### src/rtl/adat_tx_frame_encoder.sv
// -----------------------------------------------------------------------------
// adat_tx_frame_encoder
//
// ADAT optical-line transmitter. Accepts one frame of eight 24-bit samples plus
// four user bits per valid/ready handshake into a one-deep holding buffer, then
// serialises it as a 256-bit ADAT frame in NRZI form, one line bit per
// i_bit_tick (256 x fs).
//
// Logical frame layout: bits 0-9 = 0, bit 10 = 1, bits 11-14 = U3..U0,
// bit 15 = 1, then channels 0..7, each as six nibbles (MSB nibble first),
// every nibble sent MSB first and followed by a '1' separator. Bit 255 = 1.
//
// Build option:
//   ADAT_TX_REPEAT_ON_UNDERRUN_EN  defined   -> on underrun the previous frame
//                                              is sent again.
//                                  undefined -> on underrun an all-zero
//                                              (silence) frame is sent.
//
// Ports:
//   i_clk          system clock, rising edge
//   i_rst          asynchronous active-low reset
//   i_bit_tick     one-cycle enable, one line bit per tick
//   i_valid        frame offered on i_samples / i_user
//   o_ready        holding buffer empty
//   i_samples      channel n at [24n+23:24n]
//   i_user         user bits U3..U0
//   o_adat         registered NRZI line output
//   o_frame_start  one-cycle pulse after the bit-0 tick
//   o_underrun     one-cycle pulse after a bit-0 tick with no pending frame
//   o_bit_index    index of the next bit to be sent
// -----------------------------------------------------------------------------
module adat_tx_frame_encoder #(
   parameter int NUM_CH   = 8,
   parameter int SAMPLE_W = 24
) (
   input  logic                         i_clk,
   input  logic                         i_rst,
   input  logic                         i_bit_tick,
   input  logic                         i_valid,
   output logic                         o_ready,
   input  logic [NUM_CH*SAMPLE_W-1:0]   i_samples,
   input  logic [3:0]                   i_user,
   output logic                         o_adat,
   output logic                         o_frame_start,
   output logic                         o_underrun,
   output logic [7:0]                   o_bit_index
);

   localparam int PAY_W = NUM_CH * SAMPLE_W;
   localparam int NIB_N = SAMPLE_W / 4;

   // Expands raw samples and user bits into the 256 logical line bits.
   // Pure wiring: every index is a constant once the loops unroll.
   function automatic logic [255:0] build_frame(input logic [PAY_W-1:0] s,
                                                input logic [3:0]       u);
      logic [255:0] f;
      int           base;
      f       = 256'd0;
      f[10]   = 1'b1;
      f[11]   = u[3];
      f[12]   = u[2];
      f[13]   = u[1];
      f[14]   = u[0];
      f[15]   = 1'b1;
      for (int ch = 0; ch < NUM_CH; ch++) begin
         for (int nib = 0; nib < NIB_N; nib++) begin
            base = 16 + ch * (NIB_N * 5) + nib * 5;
            for (int b = 0; b < 4; b++) begin
               f[base + b] = s[ch * SAMPLE_W + SAMPLE_W - 1 - nib * 4 - b];
            end
            f[base + 4] = 1'b1;
         end
      end
      return f;
   endfunction

   logic [PAY_W-1:0] hold_samples_r;
   logic [3:0]       hold_user_r;
   logic             pending_r;
   logic [PAY_W-1:0] act_samples_r;
   logic [3:0]       act_user_r;
   logic             adat_r;
   logic [7:0]       bit_index_r;
   logic             frame_start_r;
   logic             underrun_r;

   logic             xfer_s;
   logic             load_s;
   logic             pending_nxt_s;
   logic [PAY_W-1:0] act_samples_nxt_s;
   logic [3:0]       act_user_nxt_s;
   logic             adat_nxt_s;
   logic [7:0]       bit_index_nxt_s;
   logic [255:0]     frame_bits_s;

   // Logical bits of the frame currently on the line.
   always_comb begin
      frame_bits_s = build_frame(act_samples_r, act_user_r);
   end

   // Handshake, frame load and line-bit next-state logic.
   always_comb begin
      xfer_s            = i_valid && !pending_r;
      load_s            = i_bit_tick && (bit_index_r == 8'd0);
      pending_nxt_s     = pending_r;
      act_samples_nxt_s = act_samples_r;
      act_user_nxt_s    = act_user_r;
      adat_nxt_s        = adat_r;
      bit_index_nxt_s   = bit_index_r;

      // A transfer only happens while pending is clear, so it never collides
      // with a load that empties the buffer; a load with the buffer empty sees
      // the old (empty) state and the new frame waits for the next frame.
      if (xfer_s) begin
         pending_nxt_s = 1'b1;
      end else if (load_s) begin
         pending_nxt_s = 1'b0;
      end else begin
         pending_nxt_s = pending_r;
      end

      // Bit 0 is constant, so swapping the payload on the bit-0 tick is safe.
      if (load_s) begin
         if (pending_r) begin
            act_samples_nxt_s = hold_samples_r;
            act_user_nxt_s    = hold_user_r;
         end else begin
`ifdef ADAT_TX_REPEAT_ON_UNDERRUN_EN
            act_samples_nxt_s = act_samples_r;
            act_user_nxt_s    = act_user_r;
`else
            act_samples_nxt_s = {PAY_W{1'b0}};
            act_user_nxt_s    = 4'd0;
`endif
         end
      end else begin
         act_samples_nxt_s = act_samples_r;
         act_user_nxt_s    = act_user_r;
      end

      if (i_bit_tick) begin
         adat_nxt_s      = adat_r ^ frame_bits_s[bit_index_r];
         bit_index_nxt_s = bit_index_r + 8'd1;
      end else begin
         adat_nxt_s      = adat_r;
         bit_index_nxt_s = bit_index_r;
      end
   end

   // Holding buffer capture on an accepted transfer.
   always_ff @(posedge i_clk or negedge i_rst) begin
      if (!i_rst) begin
         hold_samples_r <= {PAY_W{1'b0}};
         hold_user_r    <= 4'd0;
      end else if (xfer_s) begin
         hold_samples_r <= i_samples;
         hold_user_r    <= i_user;
      end
   end

   // Active frame, pending flag, line output, counter and status pulses.
   always_ff @(posedge i_clk or negedge i_rst) begin
      if (!i_rst) begin
         pending_r     <= 1'b0;
         act_samples_r <= {PAY_W{1'b0}};
         act_user_r    <= 4'd0;
         adat_r        <= 1'b0;
         bit_index_r   <= 8'd0;
         frame_start_r <= 1'b0;
         underrun_r    <= 1'b0;
      end else begin
         pending_r     <= pending_nxt_s;
         act_samples_r <= act_samples_nxt_s;
         act_user_r    <= act_user_nxt_s;
         adat_r        <= adat_nxt_s;
         bit_index_r   <= bit_index_nxt_s;
         frame_start_r <= load_s;
         underrun_r    <= load_s && !pending_r;
      end
   end

   assign o_ready       = !pending_r;
   assign o_adat        = adat_r;
   assign o_bit_index   = bit_index_r;
   assign o_frame_start = frame_start_r;
   assign o_underrun    = underrun_r;

endmodule

### config.mk
export PLATFORM = sky130hd
export DESIGN_NAME = adat_tx_frame_encoder
export DESIGN_NICKNAME = d
export VERILOG_FILES = /design/src/rtl/adat_tx_frame_encoder.sv
export SDC_FILE = /design/constraint.sdc
export NUM_CORES = 1
export LEC_CHECK = 0
export ABC_AREA = 1
export BUFFER_PORTS_ARGS = -buffer_cell sky130_fd_sc_hd__clkbuf_2
export CORE_MARGIN = 3
export CORE_UTILIZATION = 58
export DETAILED_ROUTE_END_ITERATION = 6
export GPL_TIMING_DRIVEN = 0
export PLACE_DENSITY = 0.8
export REMOVE_ABC_BUFFERS = 1
export SYNTH_ARGS = -nofsm -noshare
export SYNTH_HDL_FRONTEND = slang
export SYNTH_SLANG_ARGS = --single-unit
### constraint.sdc
create_clock -name i_clk -period 2.2 [get_ports i_clk]
set_input_delay 0.44 -clock i_clk [delete_from_list [all_inputs] [get_ports i_clk]]
set_output_delay 0.44 -clock i_clk [all_outputs]
set_load 0.02 [all_outputs]
==> flow_summary.ini <==
[cells_and_area]
stdcell_area_um2 = 21400
final_common_cell = nand2_1
nets = 2169
drive_gt1_frac = 0.301
regArea_um2 = 10100
fillers = 2034
antenna_cells = 0
final_cell_mix = nand2_1 (432), dfrtp_1 (400), o21ai_0 (224), clkbuf_2 (209), mux2_2 (196)
multi_input_area_um2 = 6640
syn_to_final_growth_pct = 22.2

[synthesis]
synthCells = 1758
synth-edff-count = 0
synth.area.top_cells = dfrtp_1 (58%), mux2_2 (13%), nand2_1 (9.5%)
yosys_register_bits = 404
async_reset_ff_frac = 1.00
synthAdderAreaFrac = 0.00143
synthMuxAreaShare = 0.126
synth-compound-area-share = 0.0791
synthSimpleGateAreaFrac = 0.156
ys_seq_area_frac = 0.578
yosys_warnings = 0
syn_area_um2 = 17500
synth_top_family_by_area = simple AND/OR/NAND/NOR gates
yosys_most_used_dff = dfrtp_1
synth_area_per_cell_um2 = 9.95
synth_top_area_share = 0.578
yosys.area.top_type = dfrtp_1
synth-xor-area-share = 0.00351
synth_cell_types = 26

[global_routing]
grt_pass1_wl_um = 79400
grt_pass1_vias = 14300
grt_overflow_total = 0
antenna_found_initial = 0
grt_usage = 0.312
grt_start_max_net_pins = 115

[detailed_routing]
vias = 13900
wl_per_cell_um = 21.8
wirelength_um = 51900
vias_per_cell = 5.86
first_pass_iters = 5
antenna_left = 0
drtIter0Drc = 1411
drc_errors = 0

[placed_design]
globalplace.congestion = 0.789
dpl.hpwl_um = 26100
post_dp_cell_area_um2 = 18800
post-place-ws_ps = -2430
portBuffers = 211

[timing]
hold_violations = 0
finalCritPeriodShare = 0.992
finalSetupViolCount = 0
fin_hold_ws_ps = 10.2
worst_slack_ps = 17.5
slew_viol_final = 0
period_minus_slack_ps = 2180
fmax_mhz = 458
finClkSkew_ps = 8.31
rsz0062_at_grt = yes
max_slew_margin = 0.411
tightest_slew_ps = 883

[cts]
htree_num_levels = 2
clk_pin_slew_ps = 60
numCtsBuffers = 41
cts_hold_buf = 0
cts_num_sinks = 404
clockBufferDepth = 3
cts_tree = built
insertion_delay_ps = 530
clockRootBuffer = clkbuf_16

[power_and_ir_drop]
power_mw = 23.3
power_density_nw_per_um2 = 1090
leakage_nw = 10.6
clock_power_share = 0.308
pwr-share-seq = 0.377
p_comb_frac = 0.314
internal-power_mw = 15.3
peakVddDrop_mv = 0.634
switching_share = 0.341
switchingPower_mw = 7.93

[floorplanning]
initial_core_util = 0.598
num_rows = 62
die_y_um = 180
dieArea_um2 = 32300
ios = 212
die-width_um = 180
core_area_um2 = 29200

[outcome]
status = finished, final reports clean

[critical_path]
endpoint_kind = flip-flop
cp.required_ps = 2660
crit_type = flip-flop to flip-flop
startpoint_type = flip-flop
critPathMaxFanout = 6
cp.arrival_ps = 2650

[hold_path]
hp-class = input port to async pin

[run]
max-cap-violations = 0
## final cells by class
type	instances	share of cell area
clock buffer	61	0.0581
clock inverter	8	0.00668
inverter	97	0.0207
multi-input combinational	1140	0.311
sequential	404	0.474
tap	384	0.0225
timing repair buffer	278	0.105
timing repair inverter	5	0.00217
## timing repair
action	CTS	global route
buffers inserted	29	17
pin swaps	22	20
cloned	16	4
gates resized for setup	64	40
endpoints found under the setup margin	404	114
## per-stage QoR
stage	setup TNS (ps)	cells	utilization
2_1_floorplan	-2098210	1638	-
3_3_place_gp	-6697160	2233	0.630
3_5_place_dp	-443630	2244	0.641
4_1_cts	0	2356	0.718
5_1_grt	-46.6	2377	0.731
6_report	0	2377	0.731
## state kept, by name, summed over array words and instances, names as in the netlist
signal and count:
pending_r 1, o_frame_start 1, o_bit_index 8, act_samples_r 192, act_user_r 4, hold_user_r 4, o_adat 1, hold_samples_r 192
o_underrun 1
## per-layer routing
layer | up-vias | routed length, µm | track usage
met2 | 691 | 25100 | 0.511
met3 | 141 | 4520 | 0.0592
met5 | - | 0 | 0
met1 | 6860 | 20100 | 0.414
li1 | 6247 | - | -
met4 | 0 | 2150 | 0.126
## final timing paths
check                                         from  cells after the start                  end  slack (ps)
worst min register to register  act_samples_r[128]                      2   act_samples_r[128]         480
max in group asynchronous                    i_rst                      3   act_samples_r[156]         770
worst max register to register      o_bit_index[0]                     15               o_adat          20
min in group i_clk                  i_samples[172]                      2  hold_samples_r[172]         140
worst max-delay path                o_bit_index[0]                     15               o_adat          20
worst min-delay path                         i_rst                      1  hold_samples_r[183]          10
## cell families (layout without fill, tap and decap cells)
| kind of cell | count (synthesis) | after routing |
|---|---|---|
| xor+xnor | 7 | 7 |
| buf+inv | 217 | 449 |
| compound gates | 272 | 272 |
| simple gates | 660 | 663 |
| flops | 404 | 404 |
| mux | 196 | 196 |
| fa+ha+maj | 2 | 2 |
## critical path: stages, from the launching register on
cell and delay [ps]:
dfrtp_4 510, buf_8 150, buf_6 120, buf_4 140
nor2_4 160, buf_12 140, nand2_1 50, nand2_1 50
nor2_1 50, nand2_1 120, nand4_1 160, a21oi_2 190
nand3_2 100, nand3_2 80, nand2_1 50, nand2_1 60
## cell usage after synthesis, types with 2 or more instances
library cell,instances
buf_2,51
nand2_1,444
xor2_1,7
o21ai_0,236
o2111ai_1,2
nand3_1,166
nand2_2,2
buf_6,9
nand4_1,10
inv_1,92
nor2_1,36
clkbuf_1,47
o211ai_1,5
dfrtp_1,404
inv_2,2
o21ai_1,7
a21oi_1,21
buf_4,7
clkinv_1,2
buf_1,6
mux2_2,196
ha_1,2
## power groups by stage
| stage | clock (mW) | sequential, mW | combinational [mW] |
|---|---|---|---|
| after floorplan | 0 | 8.98 | 2.69 |
| after CTS | 7.20 | 8.78 | 6.62 |
| final | 7.17 | 8.77 | 7.31 |
| after detailed placement | 0 | 9.28 | 4.49 |
| after global placement | 0 | 9.26 | 4.38 |
| after global routing | 7.54 | 8.85 | 7.73 |
Power figures use the tool's default switching activity.
